[config.mk]
export PLATFORM = sky130hd
export DESIGN_NAME = wb_arbiter
export DESIGN_NICKNAME = d
export VERILOG_FILES = /design/src/rtl/wb_arbiter.sv
export SDC_FILE = /design/constraint.sdc
export NUM_CORES = 1
export LEC_CHECK = 0
export CAP_MARGIN = 20
export CORE_MARGIN = 1
export CORE_UTILIZATION = 25
export DETAILED_ROUTE_END_ITERATION = 6
export PLACE_DENSITY_LB_ADDON = 0.08
export SLEW_MARGIN = 20
export SYNTH_ARGS = -nofsm -noshare
export SYNTH_HDL_FRONTEND = slang
export SYNTH_SLANG_ARGS = --single-unit
[constraint.sdc]
create_clock -name clk -period 2.5 [get_ports clk]
set_clock_uncertainty 0.15 [all_clocks]
set_input_delay 0.5 -clock clk [delete_from_list [all_inputs] [get_ports clk]]
set_output_delay 0.5 -clock clk [all_outputs]
set_load 0.1 [all_outputs]
[src/rtl/wb_arbiter.sv]
// Writeback arbiter: merges a fixed-priority ALU result stream and a FIFO-buffered
// LSU result stream onto the single register-file write port, plus a pending-rd scoreboard.
module wb_arbiter #(
  parameter int FIFO_DEPTH = 4
) (
  input  logic        clk,
  input  logic        reset,
  input  logic        alu_valid,
  input  logic [4:0]  alu_rd,
  input  logic [31:0] alu_wd,
  input  logic        lsu_valid,
  input  logic [4:0]  lsu_rd,
  input  logic [31:0] lsu_wd,
  output logic        lsu_ready,
  input  logic        iss_valid,
  input  logic [4:0]  iss_rd,
  output logic        RegW,
  output logic [4:0]  Rd,
  output logic [31:0] Wd,
  output logic [31:0] pending
);

  localparam int AW = $clog2(FIFO_DEPTH);
  localparam int CW = AW + 1;

  typedef struct packed {
    logic [4:0]  rd;
    logic [31:0] wd;
  } wb_entry_t;

  wb_entry_t         mem [FIFO_DEPTH];
  wb_entry_t         head;
  logic [AW-1:0]     wr_ptr, rd_ptr;
  logic [CW-1:0]     count;
  logic              alu_win, push, pop;
  logic [31:0]       pending_nxt;

  assign lsu_ready = reset && (count < CW'(FIFO_DEPTH));
  assign alu_win   = alu_valid && (alu_rd != 5'd0);
  // x0 results complete the handshake but are never buffered
  assign push      = lsu_valid && lsu_ready && (lsu_rd != 5'd0);
  assign pop       = !alu_win && (count != '0);
  assign head      = mem[rd_ptr];

  always_ff @(posedge clk) begin
    if (push) mem[wr_ptr] <= '{rd: lsu_rd, wd: lsu_wd};
  end

  always_ff @(posedge clk or negedge reset) begin
    if (!reset) begin
      wr_ptr <= '0;
      rd_ptr <= '0;
      count  <= '0;
    end else begin
      if (push) wr_ptr <= wr_ptr + 1'b1;
      if (pop)  rd_ptr <= rd_ptr + 1'b1;
      case ({push, pop})
        2'b10:   count <= count + 1'b1;
        2'b01:   count <= count - 1'b1;
        default: count <= count;
      endcase
    end
  end

  always_ff @(posedge clk or negedge reset) begin
    if (!reset) begin
      RegW <= 1'b0;
      Rd   <= '0;
      Wd   <= '0;
    end else if (alu_win) begin
      RegW <= 1'b1;
      Rd   <= alu_rd;
      Wd   <= alu_wd;
    end else if (pop) begin
      RegW <= 1'b1;
      Rd   <= head.rd;
      Wd   <= head.wd;
    end else begin
      RegW <= 1'b0;
    end
  end

  // clear on pop first so a same-edge issue to that register wins
  always_comb begin
    pending_nxt = pending;
    if (pop) pending_nxt[head.rd] = 1'b0;
    if (iss_valid && (iss_rd != 5'd0)) pending_nxt[iss_rd] = 1'b1;
    pending_nxt[0] = 1'b0;
  end

  always_ff @(posedge clk or negedge reset) begin
    if (!reset) pending <= '0;
    else        pending <= pending_nxt;
  end

endmodule

Word-level counts from Yosys, hierarchy flattened
Memory sizes are Yosys's and may differ from the RTL's.
Cells that the tools add are included.
{"block": "totals", "ramBits": 148, "out_inout_bits": 71, "in_bits": 84, "n_memories": 1, "reg_bits": 76, "elab_cells": 52}
{"memory": "mem", "words": 4, "word_bits": 37, "read_ports": 1, "rd_clocked_by_memory_dff": 0, "wr": 1, "line": "31", "text": "wb_entry_t mem [FIFO_DEPTH];"}
{"block": "op_classes", "addsub": 4, "reduce_logical": 15, "order_cmp": 5, "n_eq_ne": 2, "n_mux": 15, "n_bitwise": 3}
{"op": "two-way mux 32 bit", "n": 4}
{"op": "bitwise AND 32 bit", "n": 1}
{"op": "inverter 32 bit", "n": 1}
{"op": "bitwise OR 32 bit", "n": 1}
{"op": "nonzero test 5 bit", "n": 3}
{"op": "less-than comparator 5 x 6 -> 1 bit, second input constant", "n": 2}
{"op": "demux 1 bit (select 5 bit)", "n": 2}
{"op": "greater-or-equal comparator 5 x 1 -> 1 bit, second input constant", "n": 2}
{"op": "two-way mux 5 bit", "n": 2}
{"op": "logical AND 1 bit", "n": 8}
{"op": "two-way mux 1 bit", "n": 6}
{"op": "case mux 3 bit (2 select lines)", "n": 1}
{"op": "adder 2 x 1 -> 2 bit, second input constant", "n": 2}
{"op": "nonzero test 2 bit", "n": 2}
{"op": "adder 3 x 1 -> 3 bit, second input constant", "n": 1}
{"op": "less-than comparator 3 bit, second input constant", "n": 1}
{"op": "nonzero test 3 bit", "n": 1}
{"op": "subtractor 3 x 1 -> 3 bit, second input constant", "n": 1}
{"op": "equality test 2 x 1 -> 1 bit, second input constant", "n": 1}
{"op": "equality test 2 bit, second input constant", "n": 1}
{"op": "logical NOT 1 bit", "n": 1}

Longest topological paths before layout
An unclocked memory read counts as a cell.
{"block": "depth", "depth_word": 10, "mapped_depth": 11, "ltp_nobuf": 10}

Worst setup path after synthesis
Ideal clock, no wire load.
{"block": "synth_timing", "path_type": "input port to flip-flop", "start": "in reset", "end": "mem mem[0][0] (netlist name), enable pin", "setup_slack_ns": -1.377, "required_time_ns": 1.952, "setup_time_ns": 0.398, "arrival_time_ns": 3.329, "stages": 4, "path_cell_list": "nor2b_1 nand2_1 a21oi_1 and2_1"}
{"block": "synth_via", "elab_chain_len": 5}
{"element": "start, declared", "line": "7", "text": "input logic reset,"}
{"element": "logical AND 1 bit", "line": "38", "text": "assign lsu_ready = reset && (count < CW'(FIFO_DEPTH));"}
{"element": "logical AND 1 bit (2 in series)", "line": "41", "text": "assign push = lsu_valid && lsu_ready && (lsu_rd != 5'd0);"}
{"element": "two-way mux 1 bit", "line": "46", "text": "if (push) mem[wr_ptr] <= '{rd: lsu_rd, wd: lsu_wd};"}
{"element": "two-way mux 1 bit (implied by the code)", "line": "46"}
{"element": "end, declared", "line": "31"}
No other way between the ends.

Worst setup path after layout
{"block": "layout_timing", "start": "in alu_rd[1]", "end": "reg count[2]"}
{"block": "layout_via", "elab_chain_len": 6}
{"element": "start, declared", "line": "9", "text": "input logic [4:0] alu_rd,"}
{"element": "nonzero test 5 bit (*)", "line": "39", "text": "assign alu_win = alu_valid && (alu_rd != 5'd0);"}
{"element": "logical AND 1 bit (*)", "line": "39"}
{"element": "logical NOT 1 bit (*)", "line": "42", "text": "assign pop = !alu_win && (count != '0);"}
{"element": "logical AND 1 bit (*)", "line": "42"}
{"element": "equality test 2 x 1 -> 1 bit / equality test 2 bit (equally long branches)", "line": "57", "text": "case ({push, pop})"}
{"element": "case mux 3 bit (2 select lines) / nonzero test 2 bit (equally long branches)"}
{"element": "end signal, assigned", "line": "58", "text": "2'b10: count <= count + 1'b1;"}
{"element": "end signal, assigned", "line": "59", "text": "2'b01: count <= count - 1'b1;"}
{"element": "end signal, assigned", "line": "60", "text": "default: count <= count;"}
{"element": "end, declared", "line": "34", "text": "logic [CW-1:0] count;"}
Every way passes the cells marked *; elsewhere a longest branch is shown, timed or not.
A chain may end at the register's enable or synchronous reset.

==> metrics <==
final cycle utilization of the critical path between 90% and 100%; Power Dens Cells 1370 nW/µm²; number of diodes 0; crit path kind primary input to flop; Post-Syn Area per Cell ~15 µm²; Die Y between 150 and 200 µm; clk buf depth 3; Required @ worst endpoint between 2000 and 3000 ps; Bufs and invs on worst path 2; Reg clk slew, reported paths roughly 60 ps; crit-path cells clkdlybuf4s50_1, or3_4, o31a_1, nor2_4, ha_4, inv_2, fa_2, xor2_1, nor2_1, xor2_1; Hold Crit Class primary input to flop; vias roughly 5900; Synth Net Count between 700 and 800; First-pass DRT Iterations 7; max-cap check violation count 0; Overall Global Routing Usage 13.4%; status finished with violations; crit-path max cell delay 420 ps; clock latency at the later pin of the worst-skew pair around 530 ps; Yosys cell types 43; die area around 37000 µm²; Routed WL per cell 19.2 µm; Hold Path End Rd[3]; Max FO, Critical Path 2; Rows 69; final slew viol count 0; Via density around 4.5; hold violation count in the final report 0; Least-Margin Pin Slew ~640 ps; Final setup viols 0; Root Buffer Master clkbuf_16; CTS Buf Count 27; Initial DRC Count 330; R2R depth 4; Yosys warning count 0; sequential-to-total area share from yosys stat about 70%; CP max stage cell clkdlybuf4s50_1; proportion of layout cells with a drive suffix above 1 between 20 and 30%; detailed-route DRC error count 15; hold path start alu_rd[3]; R2R Path Start rd_ptr[0]; critical path startpoint category primary input; most used flip-flop cell after synthesis edfxtp_1; maximum VDD drop 0.632 mV; Buffers on Ports between 150 and 200; CTS H-tree depth 1; area delta synth->final 37.2%; Routed WL around 25000 µm; Async SR Flop Fraction between 30 and 40%; Lkg Pwr approximately 4.6 nW; cells after synthesis between 600 and 700; RePlAce Congestion 0.778; DIE WIDTH approximately 190 µm; RSZ-0062 raised after global routing false; crit end category flop; Mapped Area between 9000 and 10000 µm²; failing checks DRC; Layout Nets between 900 and 1000; EDFF count, synth between 100 and 150; smallest hold slack 94.7 ps; HPWL after DPL about 17000 µm; Max Fclk just over 0.4 GHz; total global routing overflow 0; fin crit period between 2000 and 2500 ps; initial antenna violation count 2; I/O pin count approximately 160; first-pass GRT wire length ~38000 µm; Data arrival, critical path ~2700 ps; worst r2r dst pending[4]; crit-path most repeated cell xor2_1; dpl ws -520 ps; CP Launch Point alu_rd[1]; R2R setup slack 280 ps; CP top delay family simple AND/OR/NAND/NOR gates; clock sinks between 200 and 250; max_slew headroom roughly 58%; core area roughly 36000 µm²; fin util a little over a third; worst hold path cell count 3; vias in the first global route about 6300; largest net degree at the start of global routing 41; Post-DRT Antenna Nets 0; FF+latch count, synth about 220; Setup WS post-layout around 81 ps; CTS tree built; Initial Util between 20% and 30%
worst max-delay path by stage:
stage,end,slack (ps),cells after the start
floorplan,count[2],-160,11
global placement,count[2],-480,10
detailed placement,count[2],-520,10
CTS,count[2],40,10
global route,count[2],4,10
finish,count[2],80,10
registers in the layout (all words and copies together) (netlist names):
register / flops
RegW: 1
Wd: 32
pending: 31
Rd: 5
wr_ptr: 2
mem: 148
rd_ptr: 2
count: 3
what timing repair did:
item / CTS / global route
hold buffers: 1 / 0
buffers inserted: 0 / 2
endpoints found under the hold margin: 36 / 0
gates resized for setup: 0 / 4
endpoints found under the setup margin: 0 / 1
synth_stat cells (4+ instances only):
cell / number / area [µm²]
a21oi_1: 5 / 25.0
a31oi_1: 52 / 325
and2_1: 5 / 31.3
buf_1: 5 / 18.8
buf_2: 10 / 50.1
clkbuf_1: 17 / 63.8
dfrtp_1: 76 / 1900
edfxtp_1: 148 / 4440
ha_1: 5 / 62.6
inv_1: 7 / 26.3
mux2i_1: 7 / 70.1
mux4_2: 36 / 811
nand2_1: 73 / 274
nand3_1: 4 / 20.0
nand3b_1: 7 / 52.6
nor2_1: 101 / 379
nor3_1: 4 / 20.0
o21ai_0: 5 / 25.0
o21ai_1: 6 / 30.0
o41ai_1: 6 / 52.6
or3b_2: 4 / 35.0
cell type report:
type                    count  area, µm²
inverters                   7       26.3
repair buffers            209       1990
multi-input cells         353       2630
flip-flops and latches    224       6350
fillers                  3526      23200
clock buffers              37        743
well taps                 461        577
clock inverters            12        184
tightest hold or removal path, stage by stage:
cell,delay [ps]
dlymetal6s2s_1,110
nand2_1,60
o21ai_0,60
metal layers:
layer	up-vias	global-route usage (%)	routed length, µm
met5	-	0	23
met4	4	3.40	484
met3	44	2.84	1430
met2	151	22.6	12100
met1	2949	17.5	10900
li1	2725	-	-
report_power, final:
part | internal (mW) | switching, mW
sequential | 4.70 | 0.509
clock | 2.58 | 1.50
combinational | 2.20 | 5.65
cell families after synthesis:
family / after synthesis / synth area share [%]
AO/OA/AOI/OAI: 80 / 5.82
XOR/XNOR: 6 / 0.577
other: 1 / 0.0412
adder cells (fa/ha/maj): 6 / 0.906
multiplexers: 46 / 10.2
flip-flops: 224 / 69.7
buffers and inverters: 43 / 2.24
AND/OR/NAND/NOR: 214 / 10.6
placed cells by master, fill, tap and decap left out, drive strengths merged, types with 4 or more instances in the layout:
cell type	n
a21oi	5
a31oi	52
and2	5
buf	126
bufinv	5
clkbuf	37
clkdlybuf4s50	80
clkinv	7
dfrtp	76
edfxtp	148
ha	5
inv	7
mux2i	7
mux4	37
nand2	74
nand3	4
nand3b	7
nor2	101
nor3	5
o21ai	11
o41ai	9
or3b	7
stage by stage:
stage	power, mW	TNS, ps	instances	instance area, µm²
after floorplan	11.0	-2680	620	9160
after global placement	13.1	-6220	1251	11500
after detailed placement	13.2	-7740	1251	11500
after CTS	17.4	0	1301	12500
after global routing	17.9	0	1303	12500
final	17.1	0	1303	12500
No activity file was read; power rests on OpenSTA's default activity.
